$ cat config.mk
export PLATFORM = sky130hd
export DESIGN_NAME = inst_fetch
export DESIGN_NICKNAME = d
export VERILOG_FILES = /design/src/rtl/inst_fetch.sv
export SDC_FILE = /design/constraint.sdc
export NUM_CORES = 1
export LEC_CHECK = 0
export ABC_AREA = 1
export CELL_PAD_IN_SITES_DETAIL_PLACEMENT = 1
export CELL_PAD_IN_SITES_GLOBAL_PLACEMENT = 1
export CORE_MARGIN = 2
export CORE_UTILIZATION = 43
export CTS_CLUSTER_SIZE = 28
export DETAILED_ROUTE_END_ITERATION = 8
export PLACE_DENSITY = 0.9
export RECOVER_POWER = 50
export REMOVE_ABC_BUFFERS = 1
export SYNTH_ARGS = -nofsm -noshare
export SYNTH_HDL_FRONTEND = slang
export SYNTH_SLANG_ARGS = --single-unit
$ cat constraint.sdc
create_clock -name clk -period 3.19 [get_ports clk]
set_clock_uncertainty 0.05 [all_clocks]
set_input_delay 0.638 -clock clk [delete_from_list [all_inputs] [get_ports clk]]
set_output_delay 0.638 -clock clk [all_outputs]
set_load 0.05 [all_outputs]
$ cat src/rtl/inst_fetch.sv
// Read-side sequencer for a dual-port instruction RAM: streams an inclusive address
// range through the fixed-latency read port into a credit-checked output FIFO.
module inst_fetch #(
  parameter int DW         = 32,
  parameter int AW         = 9,
  parameter int RD_LAT     = 2,
  parameter int FIFO_DEPTH = 4
) (
  input  logic          clk,
  input  logic          rst,
  input  logic          start,
  input  logic [AW-1:0] start_addr,
  input  logic [AW-1:0] end_addr,
  input  logic          flush,
  output logic          busy,
  output logic          done,
  output logic [AW-1:0] rd_addr,
  input  logic [DW-1:0] rd_data,
  output logic          inst_valid,
  input  logic          inst_ready,
  output logic [DW-1:0] inst_data,
  output logic          inst_last
);

  localparam int PW = $clog2(FIFO_DEPTH);
  localparam int CW = $clog2(FIFO_DEPTH + RD_LAT + 2) + 1;

  typedef enum logic [1:0] {IDLE, FETCH, DRAIN} state_t;

  state_t          state_q, state_d;
  logic [AW-1:0]   pc, remaining;
  logic [RD_LAT:0] vld_p, lst_p;
  logic [DW:0]     fifo_mem [FIFO_DEPTH];
  logic [DW:0]     head;
  logic [PW-1:0]   wr_ptr, rd_ptr;
  logic [PW:0]     fifo_count;
  logic [CW-1:0]   inflight, credit_used, credit_cap;
  logic            push, pop, issue, last_issue, accept_start;

  // Stage 0 of vld_p/lst_p lines up with rd_addr; stage RD_LAT lines up with rd_data.
  always_comb begin
    inflight = '0;
    for (int i = 0; i <= RD_LAT; i++) inflight = inflight + CW'(vld_p[i]);
  end

  // A pop this cycle frees a slot, so it counts toward the credit to keep 1/clk.
  assign pop          = inst_valid & inst_ready;
  assign push         = vld_p[RD_LAT];
  assign credit_used  = CW'(fifo_count) + inflight;
  assign credit_cap   = CW'(FIFO_DEPTH) + CW'(pop);
  assign issue        = (state_q == FETCH) && !flush && (credit_used < credit_cap);
  assign last_issue   = issue && (remaining == '0);
  assign accept_start = (state_q == IDLE) && start && !flush;

  always_comb begin
    state_d = state_q;
    done    = 1'b0;
    unique case (state_q)
      IDLE:    if (start) state_d = FETCH;
      FETCH:   if (last_issue) state_d = DRAIN;
      DRAIN:   if (pop && inst_last) begin
                 state_d = IDLE;
                 done    = 1'b1;
               end
      default: state_d = IDLE;
    endcase
    if (flush) begin
      state_d = IDLE;
      done    = 1'b0;
    end
  end

  always_ff @(posedge clk or negedge rst) begin
    if (!rst) begin
      state_q   <= IDLE;
      pc        <= '0;
      remaining <= '0;
      rd_addr   <= '0;
    end else begin
      state_q <= state_d;
      if (accept_start) begin
        pc        <= start_addr;
        remaining <= end_addr - start_addr;
      end else if (issue) begin
        pc      <= pc + 1'b1;
        rd_addr <= pc;
        if (remaining != '0) remaining <= remaining - 1'b1;
      end
    end
  end

  // ---- in-flight read tracking: p0 (address reg) .. p[RD_LAT] (data out) ----
  always_ff @(posedge clk or negedge rst) begin
    if (!rst) begin
      vld_p <= '0;
      lst_p <= '0;
    end else if (flush) begin
      vld_p <= '0;
      lst_p <= '0;
    end else begin
      vld_p <= {vld_p[RD_LAT-1:0], issue};
      lst_p <= {lst_p[RD_LAT-1:0], last_issue};
    end
  end

  // ---- output FIFO ----
  always_ff @(posedge clk or negedge rst) begin
    if (!rst) begin
      wr_ptr     <= '0;
      rd_ptr     <= '0;
      fifo_count <= '0;
    end else if (flush) begin
      wr_ptr     <= '0;
      rd_ptr     <= '0;
      fifo_count <= '0;
    end else begin
      if (push) wr_ptr <= wr_ptr + 1'b1;
      if (pop)  rd_ptr <= rd_ptr + 1'b1;
      fifo_count <= fifo_count + (PW+1)'(push) - (PW+1)'(pop);
    end
  end

  always_ff @(posedge clk) begin
    if (push && !flush) fifo_mem[wr_ptr] <= {lst_p[RD_LAT], rd_data};
  end

  assign head       = fifo_mem[rd_ptr];
  assign inst_valid = (fifo_count != '0);
  assign inst_data  = inst_valid ? head[DW-1:0] : '0;
  assign inst_last  = inst_valid & head[DW];
  assign busy       = (state_q != IDLE);

endmodule

# --- Yosys cells after proc, flatten, opt, wreduce, memory -nomap -nowiden ---
# Memory sizes are Yosys's and may differ from the RTL's.
# Index checks and enable logic that the tools add are counted.
classes:
  n_mux: 23
  n_lt_le_gt_ge: 1
  reduce_logical: 20
  eq_ne: 5
  addsub: 11
  bitwise: 3
ops:
  columns: ["operator", "count"]
  rows:
  - ["2-to-1 mux 9 bit", 5]
  - ["2-to-1 mux 32 bit", 1]
  - ["2-to-1 mux 2 bit", 8]
  - ["nonzero test 2 bit", 5]
  - ["adder 9 x 1 -> 9 bit, second input constant", 1]
  - ["logical NOT 9 bit", 1]
  - ["2-to-1 mux 3 bit", 3]
  - ["inequality test 3 bit, second input constant", 3]
  - ["nonzero test 9 bit", 1]
  - ["subtractor 9 x 1 -> 9 bit, second input constant", 1]
  - ["subtractor 9 bit", 1]
  - ["logical AND 1 bit", 7]
  - ["case mux 2 bit (3 select lines)", 1]
  - ["2-to-1 mux 1 bit", 5]
  - ["adder 2 x 1 -> 2 bit, second input constant", 2]
  - ["adder 3 x 1 -> 4 bit, first input constant", 1]
  - ["adder 3 x 3 -> 4 bit", 1]
  - ["less-than comparator 4 bit", 1]
  - ["AND reduction 2 bit", 2]
  - ["adder 2 x 1 -> 3 bit", 1]
  - ["adder 3 x 1 -> 3 bit", 1]
  - ["AND reduction 3 bit", 1]
  - ["nonzero test 3 bit", 1]
  - ["subtractor 3 x 1 -> 3 bit", 1]
  - ["other kinds (7)", 8]
word_totals:
  wordCells: 73
  mem_count: 1
  mem_bits_rw: 132
  ff_bits: 42
memory_table:
  columns: ["memory", "words", "word_bits", "read_ports", "rd_clocked_by_memory_dff", "wr", "line_no", "text"]
  rows:
  - ["fifo_mem", 4, 33, 1, 0, 1, "33", "logic [DW:0] fifo_mem [FIFO_DEPTH];"]

# --- Logic depth before layout (Yosys ltp) ---
depth:
  ltp_word: 9
  depth_mapped: 14
  mapped_depth_nobuf: 13

# --- Worst setup path after synthesis ---
# No wires, ideal clock.
synth_timing:
  path_type: "register to output"
  start: "register fifo_count[2]"
  end: "output done"
  t_arrival_ns: 2.428
  slack_ns: 0.074
  path_stages_with_launch: 7
  required_time_ns: 2.502
  path_cell_list: "dfrtp_1 -> nor2_1 -> nand2_2 -> nand2_1 -> inv_1 -> nand2_1 -> nor4_1"
synth_between:
  elab_chain_cells: 6
synth_lines:
  columns: ["item", "line_no", "text"]
  rows:
  - ["start, declared", "36", "logic [PW:0] fifo_count;"]
  - ["start signal, assigned", "119", "fifo_count <= fifo_count + (PW+1)'(push) - (PW+1)'(pop);"]
  - ["nonzero test 3 bit *", "128", "assign inst_valid = (fifo_count != '0);"]
  - ["via inst_valid", "19", "output logic inst_valid,"]
  - ["AND 1 bit, on equally long branches", "47, 130", null]
  - ["logical AND 1 bit *", "61", "DRAIN: if (pop && inst_last) begin"]
  - ["2-to-1 mux 1 bit *", "61", null]
  - ["2-to-1 mux 1 bit *", "58", "unique case (state_q)"]
  - ["2-to-1 mux 1 bit *", "67", "if (flush) begin"]
  - ["end, declared", "16", "output logic done,"]
# Mark *: on every way through the listed nets, which the timed path passes. The rest lies on a longest branch.

# --- Worst setup path after layout ---
layout_timing:
  start: "input flush"
  end: "memory fifo_mem[3][19] in the netlist's numbering (enable)"
layout_between:
  elab_chain_cells: 4
layout_lines:
  columns: ["item", "line_no", "text"]
  rows:
  - ["start, declared", "14", "input logic flush,"]
  - ["logical NOT 1 bit", "124", "if (push && !flush) fifo_mem[wr_ptr] <= {lst_p[RD_LAT], rd_data};"]
  - ["logical AND 1 bit", "124", null]
  - ["2-to-1 mux 1 bit", "124", null]
  - ["2-to-1 mux 1 bit (not written as such)", "124", null]
  - ["end, declared", "33", null]
# Every way passes these cells.

==> results.ini <==
[outcome]
status=complete, but fails checks
violations=capacitance limit, slew limit

[yosys]
synth_compound_area_frac=0.09092
synth-simple-area-share=0.1584
yosys_warnings=0
synth_top_cell_by_area=edfxtp_1
synth_top_family_by_area=simple AND/OR/NAND/NOR gates
syn_area_um2=7830
synthMuxAreaShare=0.001278
synth_area_leaders=edfxtp_1, dfrtp_1, nor2_1
postSynthCellCount=762
synth_fa_ha_area_frac=0.03899
synth_xor_xnor_area_share=0.01454
ys_ff_latch=174
yosysSeqAreaShare=0.6405
ys_types=32
synth.top_cell.area_share=0.5062
synth.avg_cell_area_um2=10.28

[detailed_routing]
route.vias.total=5846
avgRoutedWirePerCell_um=18.42
drtIter0Drc=302
drc=0
via_per_inst=5.300
dr_wl_met2_mm=10.85
wl_met1_mm=8.028
routed_wl_mm=20.32
first_pass_iters=4
top_layer=met5
wl_met3_mm=1.038
antenna_left=0

[global_routing]
grt_max_degree=68
antenna_found_initial=1
grt_pass1_wl_mm=32.43
track_usage=0.2155
overflow=0
grt_pass1_vias=6458

[sta]
finalCritPeriodShare=0.9294
period_minus_slack_ns=2.965
worst_pin_slew_ns=2.334
setup_ws_ns=0.2252
grt_setup_unrepaired=false
hold_viol=0
slew_headroom=-0.5563
setup_viol=0
whs_ns=0.4198
report.final.slew_viol_count=43
fmax_ghz=0.3373

[job]
drv_cap=1

[setup_path]
worstPathRequired_ns=3.11
critPathLaunchType=primary input
crit_arrival_ns=2.88
worstSetupEndpointType=flop
critical_path.max_fanout=33
rr_worst_depth=13
crit_type=in -> reg

[cts]
cts-resized-gates=0
post_cts_buffers=0
htreeDepth=4
hold_buffers=0
cts_tree=built
cts_buffer_depth=2
cts.clk_slew.worst_paths_ns=0.07
numCtsBuffers=17
cts-root-buf=clkbuf_16
clock_sinks=174
clk_latency_ns=0.43

[power]
ir_drop_v=0.0007345
p_int_w=0.005362
p_per_area_nw_per_um2=920.6
p_sw_w=0.003863
leakage_nw=4.007
comb_power_share=0.476
switching_share=0.4187
pwr-share-seq=0.307
p_clk_frac=0.217

[die]
initial_core_util=0.4374
ios=100
placementRows=49
dieArea_um2=19300
core_area_um2=17900
dieHeight_um=138.9
dieWidth_um=138.9

[min_path]
hp-class=reg -> reg
holdPathStages=2

[placement]
portBuffers=99
preCtsSetupSlack_ns=0.3291
gp_congestion=0.7737
hpwl_mm=13.13

[layout]
n_fill_cell=1902
post-route-util=0.5597
num_antenna_cells=0
drive_gt1_frac=0.1018
syn_to_final_growth_pct=27.96
fin_nets=939

==> cells in the final DEF, fill, tap and decap left out, drive strengths merged, types with 4 or more instances in the layout <==
master and instances:
edfxtp 132, inv 80, ha 18, clkinv 6, fa 4, o21ai 87
dlygate4sd3 33, a21oi 41, o211ai 8, nand3 26, clkdlybuf4s50 31, nand2 115
clkbuf 21, nor3 5, nor2 159, xor2 10, dfrtp 42, buf 43
==> worst max-delay path, cell delays in order <==
cell and delay (ns):
dlygate4sd3_1 0.81, clkinvlp_2 0.39, nand2_1 0.41, nor2_4 0.03, clkbuf_2 0.59
==> registers in the layout, indices dropped and copies added, names as in the netlist <==
name	cells
rd_addr	9
fifo_mem	132
state_q	2
fifo_count	3
rd_ptr	2
pc	9
remaining	9
vld_p	3
wr_ptr	2
lst_p	3
==> cell usage after synthesis, drive strengths merged <==
cell,n
a21oi,41
buf,16
clkbuf,14
clkinv,1
dfrtp,42
edfxtp,132
fa,4
ha,18
inv,74
mux2i,1
nand2,115
nand3,26
nand3b,3
nand4,1
nor2,159
nor3,5
nor4,2
o211ai,8
o21ai,87
xnor2,3
xor2,10
==> area by class of cell <==
| cell class | instances | area, um^2 | share of cell area |
|---|---|---|---|
| flip-flops and latches | 174 | 5016 | 0.5006 |
| clock inverters | 14 | 150.1 | 0.01499 |
| inverters | 75 | 287.8 | 0.02872 |
| clock buffers | 17 | 425.4 | 0.04246 |
| well taps | 229 | 286.5 | 0.02860 |
| multi-input cells | 483 | 2409 | 0.2404 |
| repair buffers | 111 | 1445 | 0.1442 |
==> kinds of logic (layout without fill, tap and decap cells) <==
family                   Yosys count  count (layout)
flip-flops                       174             174
buffers and inverters            105             217
AO/OA/AOI/OAI                    136             136
XOR/XNOR                          13              13
adder cells (fa/ha/maj)           22              22
multiplexers                       1               1
AND/OR/NAND/NOR                  311             311
==> final timing paths <==
path | startpoint | endpoint | slack [ns]
setup / recovery | flush | fifo_mem[3][19]$_DFFE_PP_ | 0.23
hold / removal | lst_p[1]$_DFF_PN0_ | lst_p[2]$_DFF_PN0_ | 0.42
setup reg to reg | vld_p[0]$_DFF_PN0_ | remaining[7]$_DFFE_PN0P_ | 0.24
hold reg to reg | lst_p[1]$_DFF_PN0_ | lst_p[2]$_DFF_PN0_ | 0.42
max in group asynchronous | rst | rd_ptr[0]$_DFFE_PN0P_ | 0.72
min in group asynchronous | rst | remaining[4]$_DFFE_PN0P_ | 0.85
==> metrics by stage <==
step	cells	cell area [um^2]	power [W]	setup TNS (ns)
floorplan	732	7685	0.005216	-6.386
global route	1103	10020	0.009649	0
finish	1103	10020	0.009224	0
CTS	1103	10070	0.009311	0
global placement	1072	9494	0.007114	0
detailed placement	1072	9494	0.007264	0
==> power groups by stage <==
stage               clock network, W  registers (W)  logic, W
finish                       0.00200        0.00283   0.00439
global route                 0.00212        0.00286   0.00467
CTS                          0.00203        0.00283   0.00445
detailed placement                 0        0.00288   0.00439
global placement                   0        0.00286   0.00425
floorplan                          0        0.00308   0.00214
==> per-layer routing <==
metal  vias up  GRT usage
met4         2    0.08985
li1       2749          -
met2       188     0.3912
met1      2870     0.2484
met5         -          0
met3        37    0.04316
No activity file was read; power rests on OpenSTA's default activity.
